--- src/rtl/audio_pkg.sv ---
// rtl/audio_pkg.sv - shared audio sample types and constants
package audio_pkg;

    localparam int SAMPLE_W  = 4;
    localparam int PWM_STEPS = 16;

    typedef logic [SAMPLE_W-1:0] sample_t;

endpackage

--- src/rtl/sample_fifo.sv ---
// rtl/sample_fifo.sv - synchronous sample FIFO feeding the PWM stage
// clk/rst: clock, synchronous active-high reset
// push/din: write request and data (ignored while full)
// pop/dout: read request (ignored while empty), head of queue (combinational)
// level/full/empty: registered occupancy and flags derived from it
module sample_fifo
    import audio_pkg::*;
#(
    parameter int DEPTH = 4
) (
    input  logic                     clk,
    input  logic                     rst,
    input  logic                     push,
    input  logic                     pop,
    input  logic [SAMPLE_W-1:0]      din,
    output logic [SAMPLE_W-1:0]      dout,
    output logic [$clog2(DEPTH):0]   level,
    output logic                     full,
    output logic                     empty
);

    localparam int AW = $clog2(DEPTH);
    localparam int LW = AW + 1;

    sample_t         mem [DEPTH];
    logic [AW-1:0]   wr_ptr;
    logic [AW-1:0]   rd_ptr;
    logic            do_push;
    logic            do_pop;

    assign full    = (level == LW'(DEPTH));
    assign empty   = (level == '0);
    assign do_push = push && !full;
    assign do_pop  = pop && !empty;
    assign dout    = mem[rd_ptr];

    // Storage needs no reset; occupancy alone defines which entries are live.
    always_ff @(posedge clk) begin
        if (do_push) begin
            mem[wr_ptr] <= din;
        end
    end

    always_ff @(posedge clk) begin
        if (rst) begin
            wr_ptr <= '0;
            rd_ptr <= '0;
            level  <= '0;
        end else begin
            if (do_push) begin
                wr_ptr <= wr_ptr + AW'(1);
            end
            if (do_pop) begin
                rd_ptr <= rd_ptr + AW'(1);
            end
            case ({do_push, do_pop})
                2'b10:   level <= level + LW'(1);
                2'b01:   level <= level - LW'(1);
                default: level <= level;
            endcase
        end
    end

endmodule

--- src/rtl/audio_pwm_out.sv ---
// rtl/audio_pwm_out.sv - buffered 4-bit sample to single-bit PWM output
// clk/rst: clock, synchronous active-high reset
// enable: run the PWM; when low the output idles and the FIFO still fills
// sample_valid/sample_data/sample_ready: upstream sample handshake
// pwm_out: registered PWM pin, one 16-step period per sample
// fifo_level: FIFO occupancy 0..DEPTH
// period_start: one-clock pulse on the first clock of each period
// underrun: sticky, set when a period boundary finds the FIFO empty
module audio_pwm_out
    import audio_pkg::*;
#(
    parameter int DEPTH    = 4,
    parameter int PRESCALE = 1
) (
    input  logic                     clk,
    input  logic                     rst,
    input  logic                     enable,
    input  logic                     sample_valid,
    input  logic [SAMPLE_W-1:0]      sample_data,
    output logic                     sample_ready,
    output logic                     pwm_out,
    output logic [$clog2(DEPTH):0]   fifo_level,
    output logic                     period_start,
    output logic                     underrun
);

    localparam int PSC_W = (PRESCALE > 1) ? $clog2(PRESCALE) : 1;
    localparam logic [PSC_W-1:0] PSC_MAX = PSC_W'(PRESCALE - 1);
    localparam sample_t CNT_LAST = sample_t'(PWM_STEPS - 1);

    logic [PSC_W-1:0] psc;
    logic [PSC_W-1:0] psc_next;
    sample_t          cnt;
    sample_t          cnt_next;
    sample_t          duty;
    sample_t          duty_next;
    sample_t          fifo_dout;
    logic             fifo_full;
    logic             fifo_empty;
    logic             tick;
    logic             boundary;
    logic             pop;

    assign sample_ready = !fifo_full;

    sample_fifo #(
        .DEPTH (DEPTH)
    ) u_fifo (
        .clk   (clk),
        .rst   (rst),
        .push  (sample_valid),
        .pop   (pop),
        .din   (sample_data),
        .dout  (fifo_dout),
        .level (fifo_level),
        .full  (fifo_full),
        .empty (fifo_empty)
    );

    always_comb begin
        tick      = (psc == PSC_MAX);
        boundary  = enable && tick && (cnt == CNT_LAST);
        // An empty FIFO at the boundary is an underrun even if a push lands
        // on the same edge; that sample waits for the next boundary.
        pop       = boundary && !fifo_empty;
        psc_next  = '0;
        cnt_next  = '0;
        duty_next = '0;
        if (enable) begin
            psc_next  = tick ? '0 : psc + PSC_W'(1);
            cnt_next  = tick ? cnt + sample_t'(1) : cnt;
            duty_next = pop ? fifo_dout : duty;
        end
    end

    always_ff @(posedge clk) begin
        if (rst) begin
            psc          <= '0;
            cnt          <= '0;
            duty         <= '0;
            pwm_out      <= 1'b0;
            period_start <= 1'b0;
            underrun     <= 1'b0;
        end else begin
            psc          <= psc_next;
            cnt          <= cnt_next;
            duty         <= duty_next;
            // Comparing next-state values lines the output up with the new
            // period on its very first clock.
            pwm_out      <= enable && (cnt_next < duty_next);
            period_start <= boundary;
            if (boundary && fifo_empty) begin
                underrun <= 1'b1;
            end
        end
    end

endmodule

--- config.mk ---
export PLATFORM = sky130hd
export DESIGN_NAME = audio_pwm_out
export DESIGN_NICKNAME = d
export VERILOG_FILES = /design/src/rtl/audio_pkg.sv /design/src/rtl/sample_fifo.sv /design/src/rtl/audio_pwm_out.sv
export SDC_FILE = /design/constraint.sdc
export NUM_CORES = 1
export LEC_CHECK = 0
export BUFFER_PORTS_ARGS = -buffer_cell sky130_fd_sc_hd__buf_2
export CORE_MARGIN = 10
export CORE_UTILIZATION = 54
export CTS_BUF_LIST = sky130_fd_sc_hd__clkbuf_8
export DETAILED_ROUTE_END_ITERATION = 6
export PLACE_DENSITY = 0.75
export SLEW_MARGIN = 20
export SYNTH_ARGS = -nofsm -noshare
export SYNTH_HDL_FRONTEND = slang
export SYNTH_SLANG_ARGS = --single-unit
--- constraint.sdc ---
create_clock -name clk -period 2.1 [get_ports clk]
set_input_delay 0.21 -clock clk [delete_from_list [all_inputs] [get_ports clk]]
set_output_delay 0.21 -clock clk [all_outputs]
set_load 0.05 [all_outputs]
Yosys cells after proc, flatten, opt, wreduce, memory -nomap -nowiden
Memories as Yosys holds them, arrays and structs flattened. A register that Yosys moved wholly into a read port is not among the register bits.
Cells that the tools add are included.
Widths: inputs -> output; s select.
- word-level logic and storage cells: 44
- flip-flop bits (word level): 19
- RAM bits: 16
- memories kept: 1
- output and inout bits: 7
- reduce and logical (&&, ||, !) cells: 12
- bitwise gates (word level): 2
- add/subtract/negate cells: 6
- eq/ne operators: 4
- $lt $le $gt $ge: 1
- muxes and demuxes: 9
- memory list (name ; words ; bits a word ; rd ports ; clocked after Yosys merged registers in ; write ports ; line ; source):
    u_fifo.mem ; 4 ; 4 ; 1 ; 1 ; 1 ; sample_fifo.sv:25 ; sample_t mem [DEPTH];
- operator list (cell ; count):
    $mux 4 ; 4
    $logic_and 1x1->1 ; 7
    $pmux 3 s2 ; 1
    $add 2x1->2 const B ; 2
    $add 4x1->4 const B ; 1
    $eq 4x4->1 const B ; 1
    $lt 4x4->1 ; 1
    $mux 2 ; 2
    $add 3x1->3 const B ; 1
    $eq 3x3->1 const B ; 1
    $logic_not 3->1 ; 1
    $reduce_or 3->1 ; 1
    $sub 3x1->3 const B ; 1
    $eq 2x1->1 const B ; 1
    $eq 2x2->1 const B ; 1
    $logic_not 1->1 ; 2
    $mux 1 ; 2
    $not 1->1 ; 2
    $reduce_bool 2->1 ; 1
    $add 1x1->1 const B ; 1

Logic depth before layout (Yosys ltp)
Gate-level depths: netlist (run 1).
- depth after elaboration: 8
- mapped depth: 10
- gate-level depth less buffers: 9

Cells and area by module
From an unflattened synthesis (run 1), not the netlist that was laid out.
- cell total of the unflattened synthesis: 131
- area, all modules: 1632.8 sq um
- by module, submodules not included (module ; instances ; cells an instance ; sequential area each (sq um) ; area an instance (sq um)):
    sample_fifo ; 1 ; 74 ; 660.6 ; 1046.0
    audio_pwm_out ; 1 ; 57 ; 240.2 ; 586.8

Worst setup path before layout (run 1)
No wires, ideal clock.
- path kind: reg2reg
- start point: reg u_fifo.level[2]
- end point: reg u_fifo.level[2]
- setup slack: -0.781 ns
- cell stages (with the launch flop): 10
- arrival: 2.810 ns
- path buffers: 0
- period minus slack after synthesis: 2.881 ns
- required time: 2.029 ns
- path through: dfxtp_1 > or3b_1 > and2_1 > inv_1 > ha_1 > inv_1 > fa_1 > xor2_1 > or3_1 > a21oi_1
- RTL lines (element ; line ; source):
    from (decl) ; sample_fifo.sv:17 ; output logic [$clog2(DEPTH):0] level,
    from (signal assigned) ; sample_fifo.sv:57 ; 2'b10: level <= level + LW'(1);
    from (signal assigned) ; sample_fifo.sv:58 ; 2'b01: level <= level - LW'(1);
    from (signal assigned) ; sample_fifo.sv:59 ; default: level <= level;
    $eq 3x3->1 (*) ; sample_fifo.sv:31 ; assign full = (level == LW'(DEPTH));
    $logic_not 1->1 (*) ; n/a ;
    named net sample_ready ; audio_pwm_out.sv:20 ; output logic sample_ready,
    $logic_and 1x1->1 (*) ; sample_fifo.sv:33 ; assign do_push = push && !full;
    $eq 2x1->1 / $eq 2x2->1 (equally long branches) ; sample_fifo.sv:56 ; case ({do_push, do_pop})
    $pmux 3 s2 / $reduce_bool 2->1 (equally long branches) ; n/a ;
Mark *: on every way through the listed nets, which the timed path passes. The rest lies on a longest branch.
A chain may end at the register's enable or synchronous reset.

Worst setup path in the final report (run 1)
- start point: reg u_fifo.level[2]
- end point: reg u_fifo.level[2]
- word-level cells in the longest chain between the ends: 6
- ends and longest elaborated chain (element ; line ; source):
    $logic_not 3->1 ; sample_fifo.sv:32 ; assign empty = (level == '0);
    $logic_not 1->1 ; sample_fifo.sv:34, audio_pwm_out.sv:65 ;
    $logic_and 1x1->1 ; audio_pwm_out.sv:65 ; pop = boundary && !fifo_empty;
    $logic_and 1x1->1 ; sample_fifo.sv:34 ; assign do_pop = pop && !empty;
    $eq 2x1->1 / $eq 2x2->1 (equally long branches) ; sample_fifo.sv:56 ;
    $pmux 3 s2 / $reduce_bool 2->1 (equally long branches) ; n/a ;
Several ways; a longest one is shown, not always the timed one.

==> results of run 1 <==
[sequential cells by signal, summed over array words and instances (netlist names), named ones only]
register	flops
u_fifo.mem	16
cnt	4
psc	1
period_start	1
duty	4
pwm_out	1
u_fifo.wr_ptr	2
u_fifo.rd_ptr	2
underrun	1
u_fifo.level	3
[cells by family (layout without fill, tap and decap cells)]
family                   Yosys count  after routing
XOR/XNOR                           8              8
other                              1              1
AND/OR/NAND/NOR                   42             42
buffers and inverters              9             47
AO/OA/AOI/OAI                     11             11
multiplexers                       8              8
flip-flops                        37             37
adder cells (fa/ha/maj)           10             10
[layer usage]
metal / up-vias / track usage (%) / share of wire, %
met5: - / 0 / 0
met4: 0 / 5.04 / 2.5
met3: 6 / 3.72 / 3.9
met2: 18 / 19.8 / 51
met1: 502 / 11.6 / 42
li1: 508 / - / -
[area by class of cell]
class                      count  area (µm²)  share of cell area (%)
clock buffer                   5        68.8                    3.32
clock inverter                 3        65.1                    3.14
sequential                    37         907                    43.7
timing repair buffer          32         209                    10.1
multi-input combinational     80         757                    36.5
tap                           31        38.8                    1.87
inverter                       7        28.8                    1.39
[worst paths after layout]
check / from / endpoint / slack (ps) / cells past startpoint
worst max register to register: u_fifo.level[2] / u_fifo.level[2] / -40 / 9
worst max-delay path: u_fifo.level[2] / u_fifo.level[2] / -40 / 9
worst min-delay path: sample_data[1] / u_fifo.mem[1][1] / 140 / 1
worst min register to register: u_fifo.wr_ptr[1] / u_fifo.wr_ptr[1] / 510 / 2
[layout by cell type (no fill, tap or decap), types with 3 or more instances in the layout]
master,count
xnor2_1,3
mux2_4,3
buf_4,17
dfxtp_1,18
buf_2,14
edfxtp_1,16
nand2_1,5
mux4_2,4
ha_1,5
clkbuf_8,5
ha_4,4
and2_1,4
a21oi_1,3
xor2_1,4
nor2_1,8
nor2b_1,6
and3_1,5
inv_1,5
[power groups by stage]
stage | logic, W | clock network [W] | registers [W]
finish | 0.000145 | 0.000709 | 0.000789
global route | 0.000160 | 0.000756 | 0.000792
global placement | 0.000112 | 0 | 0.000805
floorplan | 0.0000632 | 0 | 0.000819
CTS | 0.000134 | 0.000724 | 0.000789
detailed placement | 0.000117 | 0 | 0.000807
[stage by stage]
| step | area, µm² | setup WS, ps | total power, W |
|---|---|---|---|
| 6_report | 2070 | -36.0 | 0.00164 |
| 2_1_floorplan | 1630 | -186 | 0.000882 |
| 5_1_grt | 2070 | -71.1 | 0.00171 |
| 4_1_cts | 1970 | 6.47 | 0.00165 |
| 3_5_place_dp | 1770 | -23.5 | 0.000924 |
| 3_3_place_gp | 1770 | 44.3 | 0.000917 |
[what timing repair did]
item                                    CTS  global route
buffers inserted                          8             4
gates resized for setup                   2            12
endpoints found under the setup margin    1             3
gates cloned                              0             0
pin swaps                                 1             7
==> out/results.ini, run 1 <==
[run_status]
outcome = finished, violations left
violations = negative setup slack

[worst_setup_path]
critPathMaxFanout = 3
critPathKind = reg -> reg
critPathCaptureType = register
slowest_delay_ps = 370
cp_top_family = simple AND/OR/NAND/NOR gates
crit_arrival_ps = 2340
path_cells = or3b_4, and2_4, inv_4, ha_4, inv_2, fa_2, xor2_2, or3_1, a21oi_1
cp_data_required_time_ps = 2310
slowest_stage = or3b_4
startpoint_type = register
path_buf_inv = 2

[logic_synthesis]
synth_area_leader_cell = edfxtp_1
synth_area_um2 = 1610
yosysWarningCount = 0
synth.distinct_cells = 34
yosysSeqAreaShare_pct = 56.1
synthAdderAreaFrac_pct = 8.26
postSynthAreaPerCell_um2 = 12.8
synth_most_common_cell = dfxtp_1
synth_edf_count = 16
syn_inst = 126
synth_area_leaders = edfxtp_1 (30%), dfxtp_1 (26%), ha_1 (7.0%)
synthSimpleGateAreaFrac_pct = 15.2
synthArstFlopShare_pct = 0
synth_top_area_share_pct = 29.9
synthFlopType = dfxtp_1
synth_seq_cells = 37
synthXorXnorAreaFrac_pct = 4.36
syn_nets = 144
muxShareOfSynthArea_pct = 9.03
yosys-top-cells-count = dfxtp_1 (21), edfxtp_1 (16), ha_1 (9), nor2_1 (9)
synth_top_family_by_area = simple AND/OR/NAND/NOR gates
synth-compound-area-share_pct = 4.28

[floorplan]
initial_core_util_pct = 57.3
floorplan.die.height_um = 74.5
core_um2 = 2810
num_rows = 19
die_area_um2 = 5560
die_w_um = 74.5
pin_count = 15

[route]
dr.pass1.iters = 4
vias = 1034
drt-initial-drc-count = 68
viasPerCell = 5.30
drt_drc_violations_left = 0
finalWirelength_um = 3100
antenna_left = 0
wl_per_cell_um = 15.9

[job]
drv_cap = 0

[cts]
clock_path_buffers = 2
clkLatencyLatePin_ps = 280
htreeDepth = 2
cts_tree = yes
clock-root-buffer = clkbuf_8
cts.sinks = 37
cts_hold_buf = 0
cts_buffers = 5
clk_pin_slew_ps = 70

[grt]
grt_pass1_vias = 1089
grt_pass1_wl_um = 4730
grt_max_degree = 15
antenna_found_initial = 0
grt_usage_pct = 11.1
grt_overflow = 0

[timing]
final-setup-viol-count = 2
rsz0062_at_grt = yes
max_freq_ghz = 0.468
finalSetupTns_ps = -43.8
hold_violations = 0
setup_ws_ps = -36.0
fin_crit_ps = 2140
fin_crit_sh_pct = 102
fin_skew_ps = 1.98
maxSlewViolCount = 0
hold_slack_ps = 143

[placement]
hpwl_um = 2050
dp.cells = 175
gp_congestion = 0.758
portBuffers = 14

[finish]
final_util_pct = 74.0
drive_gt1_share_pct = 43.3
nFillCells = 187
finish.net_count = 181
num_antenna_cells = 0
fin_cells = 195
syn_to_final_growth_pct = 29.1

[power]
power_density_nw_per_um2 = 792
worst_ir_drop_vdd_v = 0.000496
p_leak_nw = 0.848
p_sw_w = 0.000331
swShare_pct = 20.1
p_int_w = 0.00131
power_frac_seq_pct = 48.0
power.clock.fraction_pct = 43.1
pwr-share-comb_pct = 8.8

[worst_hold_path]
hp-class = in -> reg

No activity file was read; power rests on OpenSTA's default activity.
==> run 2: changes to the inputs <==
Settings changed: CAP_MARGIN from default to 20, CORE_UTILIZATION 54 to 52, CTS_BUF_LIST sky130_fd_sc_hd__clkbuf_8 to default, PLACE_DENSITY 0.75 to 0.73.
==> out/results.ini, run 2 (synthesis results as in run 1) <==
[run_status]
outcome = finished, violations left  ; unchanged
violations = negative setup slack  ; unchanged

[grt]
grt_usage_pct = 11.8  ; was 11.1%
grt_pass1_vias = 1144  ; was 1089
grt_overflow = 0  ; unchanged
antenna_found_initial = 0  ; unchanged
grt_max_degree = 15  ; unchanged
grt_pass1_wl_um = 4930  ; was 4730 µm

[cts]
clkLatencyLatePin_ps = 340  ; was 280 ps
cts_hold_buf = 0  ; unchanged
htreeDepth = 2  ; unchanged
cts.sinks = 37  ; unchanged
clock_path_buffers = 2  ; unchanged
cts_tree = yes  ; unchanged
clk_pin_slew_ps = 110  ; was 70 ps
clock-root-buffer = clkbuf_4  ; was clkbuf_8
cts_buffers = 5  ; unchanged

[worst_hold_path]
hp-class = in -> reg  ; unchanged
worstHoldStart = sample_data[3]  ; was sample_data[1]
min_to = u_fifo.mem[2][3]  ; was u_fifo.mem[1][1]
hold_depth = 1  ; unchanged

[finish]
nFillCells = 234  ; was 187
top_register = u_fifo.mem  ; unchanged
drive_gt1_share_pct = 38.1  ; was 43.3%
biggestRegsByFlops = u_fifo.mem: 16 flops, cnt: 4 flops, duty: 4 flops  ; unchanged
syn_to_final_growth_pct = 21.7  ; was 29.1%
layout_commonest_cell = dfxtp_1  ; unchanged
fin_area_um2 = 1950  ; was 2070 µm²
finish.net_count = 177  ; was 181
final_cell_mix = dfxtp_1 (17), edfxtp_1 (16), buf_2 (14), buf_4 (14), nor2_1 (9)  ; was dfxtp_1 (18), buf_4 (17), edfxtp_1 (16)
num_antenna_cells = 0  ; unchanged
largest_reg_flops = 16  ; unchanged

[worst_setup_path]
startpoint_type = register  ; unchanged
cp_data_required_time_ps = 2380  ; was 2310 ps
critPathCaptureType = register  ; unchanged
regToRegStartpoint = u_fifo.level[1]  ; was u_fifo.level[2]
critPathMaxFanout = 4  ; was 3
crit_arrival_ps = 2430  ; was 2340 ps
crit_start = u_fifo.level[1]  ; was u_fifo.level[2]
r2r_end = u_fifo.level[2]  ; unchanged
r2r_cells = 9  ; unchanged
critPathKind = reg -> reg  ; unchanged
ff2ff_setup_slack_ps = -50  ; was -40 ps

[floorplan]
die_w_um = 75.6  ; was 74.5 µm
core_um2 = 3000  ; was 2810 µm²
floorplan.die.height_um = 75.6  ; was 74.5 µm
pin_count = 15  ; unchanged
die_area_um2 = 5710  ; was 5560 µm²
initial_core_util_pct = 53.5  ; was 57.3%
num_rows = 20  ; was 19

[placement]
portBuffers = 14  ; unchanged
hpwl_um = 2190  ; was 2050 µm
gp_congestion = 0.828  ; was 0.758
placed_cell_area_um2 = 1770  ; about the same

[route]
drt-initial-drc-count = 36  ; was 68
antenna_left = 0  ; unchanged
dr.pass1.iters = 4  ; unchanged
vias = 1027  ; was 1034
finalWirelength_um = 2960  ; was 3100 µm
drt_drc_violations_left = 0  ; unchanged
wl_per_cell_um = 15.3  ; was 15.9 µm
viasPerCell = 5.32  ; was 5.30

[timing]
final-setup-viol-count = 1  ; was 2
maxSlewViolCount = 0  ; unchanged
max_freq_ghz = 0.465  ; was 0.468 GHz
fin_skew_ps = 4.32  ; was 1.98 ps
hold_slack_ps = 82.3  ; was 143 ps
fin_crit_sh_pct = 102  ; about the same
rsz0062_at_grt = yes  ; unchanged
hold_violations = 0  ; unchanged
fin_crit_ps = 2150  ; was 2140 ps
setup_ws_ps = -51.5  ; was -36.0 ps

[job]
drv_cap = 0  ; unchanged

[power]
worst_ir_drop_vdd_v = 0.000410  ; was 0.000496 V
power_density_nw_per_um2 = 735  ; was 792 nW/µm²
p_leak_nw = 0.789  ; was 0.848 nW

-- run 2: cell type report --
cell class              instances  area, µm²  area share (%)
flip-flops and latches         37        913            46.7
multi-input cells              80        711            36.4
repair buffers                 28        175            8.96
clock buffers                   7       55.1            2.82
well taps                      33       41.3            2.11
clock inverters                 1       30.0            1.54
inverters                       7       28.8            1.47
-- run 2: power by group --
part           total (W)  internal (W)  switching [W]
combinational   0.000133     0.0000597      0.0000730
sequential      0.000790      0.000775      0.0000150
clock           0.000515      0.000284       0.000231
-- run 2: what timing repair did --
action,CTS,global route
pin swaps,1,3
gates resized for setup,1,8
setup buffers,4,4
setup endpoints to repair,1,2
-- run 2: through the flow --
| step | TNS, ps | std cells | power (W) | utilization, % | setup slack, ps |
|---|---|---|---|---|---|
| global route | -105 | 193 | 0.00150 | 65.1 | -104 |
| global placement | 0 | 177 | 0.000918 | 59.1 | 44.2 |
| CTS | 0 | 189 | 0.00144 | 63.0 | 0.430 |
| finish | -51.5 | 193 | 0.00144 | 65.1 | -51.5 |
| detailed placement | -19.2 | 177 | 0.000923 | 59.1 | -19.2 |
| floorplan | -237 | 126 | 0.000882 | - | -186 |
-- run 2: worst max-delay path, stage by stage, from the launching register on --
cell and delay, ps:
dfxtp_4 370, or3b_4 400, and2_4 160, inv_4 50, ha_4 120, inv_2 30
fa_2 320, xor2_1 160, or3_1 340, a21oi_2 120
-- run 2: how the worst max path moves through the flow --
stage / to / slack, ps / depth (start not counted)
2_1_floorplan: u_fifo.level[2] / -190 / 9
3_3_place_gp: u_fifo.level[2] / 40 / 9
3_5_place_dp: u_fifo.level[2] / -20 / 9
4_1_cts: u_fifo.level[2] / 0.4 / 9
5_1_grt: u_fifo.level[2] / -100 / 9
6_report: u_fifo.level[2] / -50 / 9
-- run 2: per-layer routing --
metal	track usage [%]	vias to the layer above	part of all wire (%)
met2	21.1	16	51
met4	4.95	0	2.2
met3	5.47	8	4.3
li1	-	503	-
met5	0	-	0
met1	11.4	500	43
